`config.mk`:
```
export PLATFORM = sky130hd
export DESIGN_NAME = spi_master
export DESIGN_NICKNAME = d
export VERILOG_FILES = /design/src/rtl/spi_master_pkg.sv /design/src/rtl/spi_master_sclk_gen.sv /design/src/rtl/spi_master.sv
export SDC_FILE = /design/constraint.sdc
export NUM_CORES = 1
export LEC_CHECK = 0
export BUFFER_PORTS_ARGS = -buffer_cell sky130_fd_sc_hd__clkbuf_2
export CORE_MARGIN = 3
export CORE_UTILIZATION = 30
export CTS_BUF_LIST = sky130_fd_sc_hd__clkbuf_8 sky130_fd_sc_hd__clkbuf_16
export CTS_CLUSTER_SIZE = 16
export DETAILED_ROUTE_END_ITERATION = 16
export SYNTH_ARGS = -nofsm -noshare
export SYNTH_HDL_FRONTEND = slang
export SYNTH_SLANG_ARGS = --single-unit
```
`constraint.sdc`:
```
create_clock -name clk -period 2.2 [get_ports clk]
set_input_delay 0.33 -clock clk [delete_from_list [all_inputs] [get_ports clk]]
set_output_delay 0.33 -clock clk [all_outputs]
set_load 0.005 [all_outputs]
```
`src/rtl/spi_master_pkg.sv`:
```
// Shared types for the SPI mode-0 initiator: FSM state encoding and counter sizing.
package spi_master_pkg;

  typedef enum logic [2:0] {
    IDLE  = 3'd0,
    LEAD  = 3'd1,
    SHIFT = 3'd2,
    TRAIL = 3'd3,
    GUARD = 3'd4
  } spiStateT;

  // Counter width for a modulo-n count, never narrower than one bit.
  function automatic int cntWidth(input int n);
    if (n > 1) begin
      return $clog2(n);
    end else begin
      return 1;
    end
  endfunction

endpackage

```
`src/rtl/spi_master_sclk_gen.sv`:
```
// Half-period timer: pulses tick for one cycle every CLKDIV cycles while enabled.
module spi_master_sclk_gen
  import spi_master_pkg::*;
#(
  parameter int CLKDIV = 4
) (
  input  logic clk,
  input  logic resetN,
  input  logic enable,
  output logic tick
);

  localparam int HW = cntWidth(CLKDIV);
  localparam logic [HW-1:0] LAST = HW'(CLKDIV - 1);

  logic [HW-1:0] halfCnt;

  // Count clk cycles within the current sclk half-period; hold at zero while disabled.
  always_ff @(posedge clk or negedge resetN) begin
    if (!resetN) begin
      halfCnt <= {HW{1'b0}};
    end else if (!enable) begin
      halfCnt <= {HW{1'b0}};
    end else if (halfCnt == LAST) begin
      halfCnt <= {HW{1'b0}};
    end else begin
      halfCnt <= halfCnt + HW'(1);
    end
  end

  assign tick = enable && (halfCnt == LAST);

endmodule

```
`src/rtl/spi_master.sv`:
```
// SPI mode-0 initiator: one start strobe shifts WIDTH bits out on mosi and in from miso, MSB first.
module spi_master
  import spi_master_pkg::*;
#(
  parameter int WIDTH  = 8,
  parameter int CLKDIV = 4
) (
  input  logic             clk,
  input  logic             resetN,
  input  logic             start,
  input  logic [WIDTH-1:0] txData,
  output logic             busy,
  output logic             done,
  output logic [WIDTH-1:0] rxData,
  output logic             sclk,
  output logic             csN,
  output logic             mosi,
  input  logic             miso
);

  localparam int BW = $clog2(WIDTH + 1);
  localparam logic [BW-1:0] LAST_FALL = BW'(WIDTH - 1);

  spiStateT         state;
  spiStateT         stateNext;
  logic             tick;
  logic [WIDTH-1:0] txShift;
  logic [WIDTH-1:0] txShiftNext;
  logic [WIDTH-1:0] rxShift;
  logic [WIDTH-1:0] rxShiftNext;
  logic [WIDTH-1:0] rxDataNext;
  logic [BW-1:0]    fallCnt;
  logic [BW-1:0]    fallCntNext;
  logic             sclkNext;
  logic             csNNext;
  logic             mosiNext;
  logic             busyNext;
  logic             doneNext;

  spi_master_sclk_gen #(
    .CLKDIV(CLKDIV)
  ) uSclkGen (
    .clk   (clk),
    .resetN(resetN),
    .enable(state != IDLE),
    .tick  (tick)
  );

  // FSM state register.
  always_ff @(posedge clk or negedge resetN) begin
    if (!resetN) begin
      state <= IDLE;
    end else begin
      state <= stateNext;
    end
  end

  // Next-state logic; every phase after IDLE advances only on a half-period tick.
  always_comb begin
    stateNext = state;
    case (state)
      IDLE: begin
        if (start) begin
          stateNext = LEAD;
        end else begin
          stateNext = IDLE;
        end
      end
      LEAD: begin
        if (tick) begin
          stateNext = SHIFT;
        end else begin
          stateNext = LEAD;
        end
      end
      SHIFT: begin
        if (tick && sclk && (fallCnt == LAST_FALL)) begin
          stateNext = TRAIL;
        end else begin
          stateNext = SHIFT;
        end
      end
      TRAIL: begin
        if (tick) begin
          stateNext = GUARD;
        end else begin
          stateNext = TRAIL;
        end
      end
      GUARD: begin
        if (tick) begin
          stateNext = IDLE;
        end else begin
          stateNext = GUARD;
        end
      end
      default: begin
        stateNext = IDLE;
      end
    endcase
  end

  // Next values of shifters, counters and output registers.
  always_comb begin
    txShiftNext = txShift;
    rxShiftNext = rxShift;
    rxDataNext  = rxData;
    fallCntNext = fallCnt;
    sclkNext    = sclk;
    csNNext     = csN;
    mosiNext    = mosi;
    busyNext    = busy;
    doneNext    = 1'b0;
    case (state)
      IDLE: begin
        if (start) begin
          txShiftNext = txData;
          rxShiftNext = {WIDTH{1'b0}};
          fallCntNext = {BW{1'b0}};
          csNNext     = 1'b0;
          busyNext    = 1'b1;
          mosiNext    = txData[WIDTH-1];
        end else begin
          csNNext  = 1'b1;
          busyNext = 1'b0;
          sclkNext = 1'b0;
        end
      end
      LEAD: begin
        if (tick) begin
          sclkNext    = 1'b1;
          rxShiftNext = {rxShift[WIDTH-2:0], miso};
        end else begin
          sclkNext = 1'b0;
        end
      end
      SHIFT: begin
        if (tick && sclk) begin
          sclkNext    = 1'b0;
          fallCntNext = fallCnt + BW'(1);
          // The last falling edge leaves mosi alone; the line idles low in TRAIL.
          if (fallCnt != LAST_FALL) begin
            txShiftNext = {txShift[WIDTH-2:0], txShift[WIDTH-1]};
            mosiNext    = txShift[WIDTH-2];
          end else begin
            mosiNext = mosi;
          end
        end else if (tick) begin
          sclkNext    = 1'b1;
          rxShiftNext = {rxShift[WIDTH-2:0], miso};
        end else begin
          sclkNext = sclk;
        end
      end
      TRAIL: begin
        if (tick) begin
          csNNext  = 1'b1;
          mosiNext = 1'b0;
        end else begin
          csNNext = 1'b0;
        end
      end
      GUARD: begin
        if (tick) begin
          rxDataNext = rxShift;
          doneNext   = 1'b1;
          busyNext   = 1'b0;
        end else begin
          busyNext = 1'b1;
        end
      end
      default: begin
        sclkNext = 1'b0;
        csNNext  = 1'b1;
        mosiNext = 1'b0;
        busyNext = 1'b0;
      end
    endcase
  end

  // Datapath and output registers; reset forces csN high immediately and discards any partial word.
  always_ff @(posedge clk or negedge resetN) begin
    if (!resetN) begin
      txShift <= {WIDTH{1'b0}};
      rxShift <= {WIDTH{1'b0}};
      rxData  <= {WIDTH{1'b0}};
      fallCnt <= {BW{1'b0}};
      sclk    <= 1'b0;
      csN     <= 1'b1;
      mosi    <= 1'b0;
      busy    <= 1'b0;
      done    <= 1'b0;
    end else begin
      txShift <= txShiftNext;
      rxShift <= rxShiftNext;
      rxData  <= rxDataNext;
      fallCnt <= fallCntNext;
      sclk    <= sclkNext;
      csN     <= csNNext;
      mosi    <= mosiNext;
      busy    <= busyNext;
      done    <= doneNext;
    end
  end

endmodule

```
==> metrics, run 1 <==
status=finished, final reports clean; DP HPWL=2.58 mm; Setup Skew=4.29 ps; Multi-input gate area=866 um^2; First-pass DRT Iterations=4; CORE AREA=6030 um^2; Routed Antenna Nets=0; adder and majority cell fraction of the synthesized area=0.0132; peak fanout along the critical path=13; reg2reg end=rxShift[5]$_DFFE_PN0P_; Placer Congestion=0.784; register area share after synthesis=0.501; vias in the first global route=1275; Post-synth top cells=37 x dfrtp_1, 20 x mux2_2, 9 x nand2_1; largest net degree at the start of global routing=19; Clk network pwr share=0.486; Die Span Y=85.6 um; Setup TNS=0 ps; critical path required time=2380 ps; H-Tree Depth=2; die area=7330 um^2; IO Port Bufs=24; fmax=0.518 GHz; sequential cell area=952 um^2; unrepaired setup endpoints after global routing=no; VDD IR max=0.403 mV; clk_lat worst skew=290 ps; power share of the sequential group=0.476; Post-Synthesis Cells=157; crit share post-route=0.877; final setup violation count=0; top cell type's share of synthesized area=0.487; hold_buf cts=1; Longest Clk Path Bufs=2; Post-layout nets=201; Post-synth EDFFs=0; Synth warnings=0; WHS Path Cells=3; Core Util, Final=0.376; Top FF cell, synth=dfrtp_1; Slew HR=0.651; GR Overflow Total=0; Ports=25; power density over the cells=667 nW/um^2; Sw Pwr=0.286 mW; CTS clk-pin slew, worst paths=80 ps; Synth area leaders=dfrtp_1 49%, mux2_2 12%, mux2_4 5.5%, mux2i_1 3.7%, nor3_1 1.8%; # fillers=579; initial drt markers=102; R2R depth=5; CTS Root Buffer Type=clkbuf_8; diode count=0; Sink Count=38; Initial Util=0.315; asr flop ratio synth=1.00; Std-Cell Rows=28; Synth Cell Area=1900 um^2; layout cells sized above 1=0.388; CTS Buf Count=5; Final Hold Fails=0; Hold Path Sink=rxShift[0]$_DFFE_PN0P_; Post-CTS Setup Inserts=0; Hold WS=276 ps; post-CTS sizing=0; post-synthesis simple-gate area fraction=0.131; CP endpoint kind=flop; HP Class=input pin to flop; Total Routing Usage GR=0.105; Net Sw Frac=0.189; routed len/inst=13.6 um; Yosys reg bits=38; initial antenna violation count=0; kind of critical path=flop to flop; Startpoint Class=flop; DIE WIDTH=85.6 um; top-count cell post-synth=dfrtp_1; worst hold start=miso; Compound-Gate Fraction of Synth Area=0.0869; Critical R2R Launch=uSclkGen.halfCnt[0]$_DFF_PN0_; post-synthesis xor/xnor area fraction=0.0138; vias per cell=4.91; P&R area growth vs syn=19.1%; Worst EP arrival=2100 ps; Slew @ Worst Pin=523 ps; r2r setup slk=270 ps; minimum clock period=1930 ps; Internal Pwr Total=1.22 mW; combinational power share=0.038; Synth Net Count=171; final wirelength=3.57 mm; proportion of synthesized area in mux cells=0.211; syn avg cell area=12.1 um^2; largest family of logic cells by synthesized area=multiplexers; CTS tree=done; leading area contributor after synthesis=dfrtp_1; Slew Limit Fails=0; Synth cell types=38; Max-Cap Viols=0; DRC Markers=0; via count=1292; Leakage=1.06 nW; first-pass GRT wire length=6.13 mm
kinds of logic (layout without fill, tap and decap cells):
| logic type | after synthesis | count (layout) |
|---|---|---|
| AO/OA/AOI/OAI | 24 | 24 |
| XOR/XNOR | 3 | 3 |
| adder cells (fa/ha/maj) | 2 | 2 |
| buffers and inverters | 15 | 46 |
| flip-flops | 38 | 38 |
| multiplexers | 34 | 34 |
| AND/OR/NAND/NOR | 41 | 41 |
power groups by stage:
| stage | Clock (mW) | Sequential, mW | Combinational, mW |
|---|---|---|---|
| 4_1_cts | 0.754 | 0.719 | 0.0597 |
| 3_5_place_dp | 0 | 0.733 | 0.0583 |
| 5_1_grt | 0.772 | 0.721 | 0.0668 |
| 6_report | 0.734 | 0.719 | 0.0577 |
| 2_1_floorplan | 0 | 0.730 | 0.0251 |
| 3_3_place_gp | 0 | 0.732 | 0.0572 |
metal layers:
metal	part of all wire	GRT usage	vias up
li1	-	-	615
met5	0	0	-
met1	0.49	0.150	640
met2	0.44	0.154	32
met4	0.018	0.0432	0
met3	0.047	0.0240	5
critical path: stages, from the launching register on:
cell	delay, ps
dfrtp_1	350
ha_1	410
nand2_1	150
a21o_1	220
a21oi_4	310
mux2_2	380
placed cells by master (no fill, tap or decap), types with 3 or more instances in the layout:
master,count
mux2i_1,7
nand2_1,9
mux2_4,7
nand3_1,3
nand4b_1,3
clkbuf_2,24
nand2b_1,4
nor3_1,7
a21o_1,3
o21ai_0,6
mux2_2,20
buf_4,8
dfrtp_1,37
clkbuf_8,6
nor2_1,3
a21oi_1,5
inv_1,5
final cells by class:
type | count | area share
Multi-Input combinational cell | 104 | 0.383
Timing Repair Buffer | 33 | 0.0840
Clock buffer | 6 | 0.0365
Sequential cell | 38 | 0.421
Clock inverter | 2 | 0.0265
Tap cell | 75 | 0.0415
Inverter | 5 | 0.00829
state kept, by name, indices dropped and copies added (netlist names):
name and cells:
mosi 1, rxData 8, busy 1, uSclkGen.halfCnt 2, fallCnt 4, rxShift 8
state 3, txShift 8, csN 1, done 1, sclk 1
through the flow:
step	setup slack, ps	cell area (um^2)	total power [mW]	std cells
6_report	271	2260	1.51	263
5_1_grt	160	2260	1.56	263
4_1_cts	270	2260	1.53	263
3_5_place_dp	286	2110	0.791	254
3_3_place_gp	357	2110	0.790	254
2_1_floorplan	483	1900	0.755	157
worst max-delay path by stage:
stage | startpoint | to | slack (ps) | cells after the start
floorplan | uSclkGen.halfCnt[0]$_DFF_PN0_ | txShift[0]$_DFFE_PN0P_ | 480 | 6
global placement | uSclkGen.halfCnt[0]$_DFF_PN0_ | rxShift[5]$_DFFE_PN0P_ | 360 | 5
detailed placement | uSclkGen.halfCnt[0]$_DFF_PN0_ | rxShift[7]$_DFFE_PN0P_ | 290 | 5
CTS | uSclkGen.halfCnt[0]$_DFF_PN0_ | rxShift[5]$_DFFE_PN0P_ | 270 | 5
global route | uSclkGen.halfCnt[0]$_DFF_PN0_ | rxShift[5]$_DFFE_PN0P_ | 160 | 5
finish | uSclkGen.halfCnt[0]$_DFF_PN0_ | rxShift[5]$_DFFE_PN0P_ | 270 | 5
(Power assumes the default switching activity.)
==> run 2: changes to the inputs <==
--- a/config.mk
+++ b/config.mk
@@ -13,4 +13,5 @@
 export DETAILED_ROUTE_END_ITERATION = 16
 export SYNTH_ARGS = -nofsm -noshare
 export SYNTH_HDL_FRONTEND = slang
+export SYNTH_HIERARCHICAL = 1
 export SYNTH_SLANG_ARGS = --single-unit
==> metrics, run 2 <==
Total Routing Usage GR=0.108; die area=7130 um^2; CTS clk-pin slew, worst paths=70 ps; Synth cell types=43; reg2reg end=txShift[1]$_DFFE_PN0P_; CP Cell Sequence=ha_1 > and2_4 > nand2_2 > a2111o_1 > a41o_1 > buf_4 > mux2_4; Die Span Y=84.5 um; Placement Setup Slack=177 ps; GR Overflow Total=0; vias in the first global route=1323; DIE WIDTH=84.5 um; CORE AREA=5740 um^2; Max-Cap Viols=0; largest delay contributor family on the critical path=compound AO/OA/AOI/OAI gates; largest net degree at the start of global routing=19; Placer Congestion=0.768; layout cells sized above 1=0.326; crit path to=txShift[1]$_DFFE_PN0P_; final setup violation count=0; most frequent cells in the layout=37 x dfrtp_1, 24 x clkbuf_2, 12 x inv_1, 11 x nand3_1, 11 x o21ai_1; r2r setup slk=160 ps; Std-Cell Rows=27; Final Hold Fails=0; Sink Count=38; DRC Markers=0; Largest stage delay, worst path=380 ps; asr flop ratio synth=1.00; HP Class=input pin to flop; final critical-path setup slack=156 ps; P&R area growth vs syn=19.8%; Design Power=1.35 mW; IO Port Bufs=24; final wirelength=3.52 mm; Startpoint Class=flop; H-Tree Depth=2; CP endpoint kind=flop; Slew Limit Fails=0; Synth Net Count=173; Post-synth top cells=37 x dfrtp_1, 11 x nand3_1, 11 x o21ai_1, 10 x inv_1; Leakage=1.09 nW; kind of critical path=flop to flop; clk_lat worst skew=280 ps; status=finished, final reports clean; Slew HR=0.590; critical path required time=2370 ps; leading area contributor after synthesis=dfrtp_1; Crit-path slowest cell=a2111o_1; Synth area leaders=dfrtp_1 50%, mux2_4 7.3%, mux2_1 5.5%, mux2_2 4.3%, nand3_1 3.0%; # fillers=581; via count=1238; minimum clock period=2040 ps; Post-Synthesis Cells=159; area post-placement=2080 um^2; Yosys reg bits=38; peak fanout along the critical path=9; Inst Count DP=256; syn avg cell area=11.6 um^2; Setup TNS=0 ps; unrepaired setup endpoints after global routing=no; VDD IR max=0.351 mV; power density over the cells=610 nW/um^2; Synth warnings=6; Finished Layout Cells=265; CTS tree=done; critical path launch point=uSclkGen/halfCnt[0]$_DFF_PN0_; most common cell after layout, fill and taps aside=dfrtp_1; crit share post-route=0.929; Routed Antenna Nets=0; Top FF cell, synth=dfrtp_1; initial antenna violation count=0; vias per cell=4.67; Slew @ Worst Pin=614 ps; Post-CTS Setup Inserts=0; DP HPWL=2.52 mm; fmax=0.489 GHz; R2R depth=7; Synth Cell Area=1850 um^2; initial drt markers=78; post-route cell area=2210 um^2; Buf+Inv Stages, Crit Path=1; Initial Util=0.322; Critical R2R Launch=uSclkGen/halfCnt[0]$_DFF_PN0_; Longest Clk Path Bufs=2; Post-synth EDFFs=0; register area share after synthesis=0.516; diode count=0; first-pass GRT wire length=6.27 mm; worst hold start=miso; routed len/inst=13.3 um; CTS Buf Count=5; top cell type's share of synthesized area=0.501; Critical Path Stages=7; CTS Root Buffer Type=clkbuf_8; Worst EP arrival=2220 ps; Largest regs=rxData (8), rxShift (8), txShift (8); Post-layout nets=206; top-count cell post-synth=dfrtp_1; First-pass DRT Iterations=4; Ports=25; Setup Skew=5.44 ps
[run 2: cell count changes in the layout (fill, tap and decap cells not counted), moves of 4 or more]
| cell | delta |
|---|---|
| nor3_1 | -6 |
| nand3_1 | +8 |
| inv_1 | +7 |
| nor2_1 | +4 |
| mux2_2 | -13 |
| mux2_1 | +9 |
| o21ai_1 | +11 |
| nand2_1 | -5 |
[run 2: where the power goes]
group          internal, mW  switching (mW)
clock network         0.330           0.235
registers             0.713          0.0100
logic                0.0318          0.0281
[run 2: how the worst min path moves through the flow]
stage / cells after the start / to / slack [ps]
floorplan: 0 / busy$_DFFE_PN0N_ / 30
global placement: 1 / rxData[7]$_DFFE_PN0P_ / 220
detailed placement: 1 / done$_DFF_PN0_ / 230
CTS: 3 / rxShift[0]$_DFFE_PN0P_ / 280
global route: 3 / rxShift[0]$_DFFE_PN0P_ / 290
finish: 3 / rxShift[0]$_DFFE_PN0P_ / 300
[run 2: through the flow]
| stage | utilization | hold WS (ps) |
|---|---|---|
| 4_1_cts | 0.383 | 278 |
| 3_3_place_gp | 0.363 | 224 |
| 2_1_floorplan | - | 34.4 |
| 3_5_place_dp | 0.363 | 230 |
| 5_1_grt | 0.385 | 290 |
| 6_report | 0.385 | 299 |
[run 2: final cells by class]
cell class | count | area (um^2) | area share
sequential | 38 | 952 | 0.430
multi-input combinational | 102 | 821 | 0.371
timing repair buffer | 35 | 205 | 0.0928
tap | 72 | 90.1 | 0.0407
clock buffer | 5 | 68.8 | 0.0311
clock inverter | 3 | 37.5 | 0.0170
inverter | 10 | 37.5 | 0.0170
[run 2: kinds of logic (layout without fill, tap and decap cells)]
| kind of cell | after synthesis | in the layout | share of synthesized area |
|---|---|---|---|
| mux | 29 | 29 | 0.192 |
| xor+xnor | 2 | 2 | 0.00949 |
| simple gates | 40 | 40 | 0.116 |
| flops | 38 | 38 | 0.516 |
| compound gates | 29 | 29 | 0.105 |
| buf+inv | 19 | 53 | 0.0481 |
| fa+ha+maj | 2 | 2 | 0.0135 |
[run 2: metal layers]
metal | global-route usage | vias to the layer above | routed length, um
met1 | 0.162 | 589 | 1830
met2 | 0.152 | 18 | 1550
met5 | 0 | - | 0
li1 | - | 626 | -
met4 | 0.0345 | 0 | 34
met3 | 0.0245 | 5 | 102
[run 2: tightest hold or removal path, stage by stage]
cell and delay, ps:
clkbuf_2 90, nand3_1 60, o21ai_1 60
[run 2: timing repair]
item	CTS	global route
hold endpoints to repair	10	0
hold buffers	1	0
resized for setup	0	1
endpoints found under the setup margin	0	7
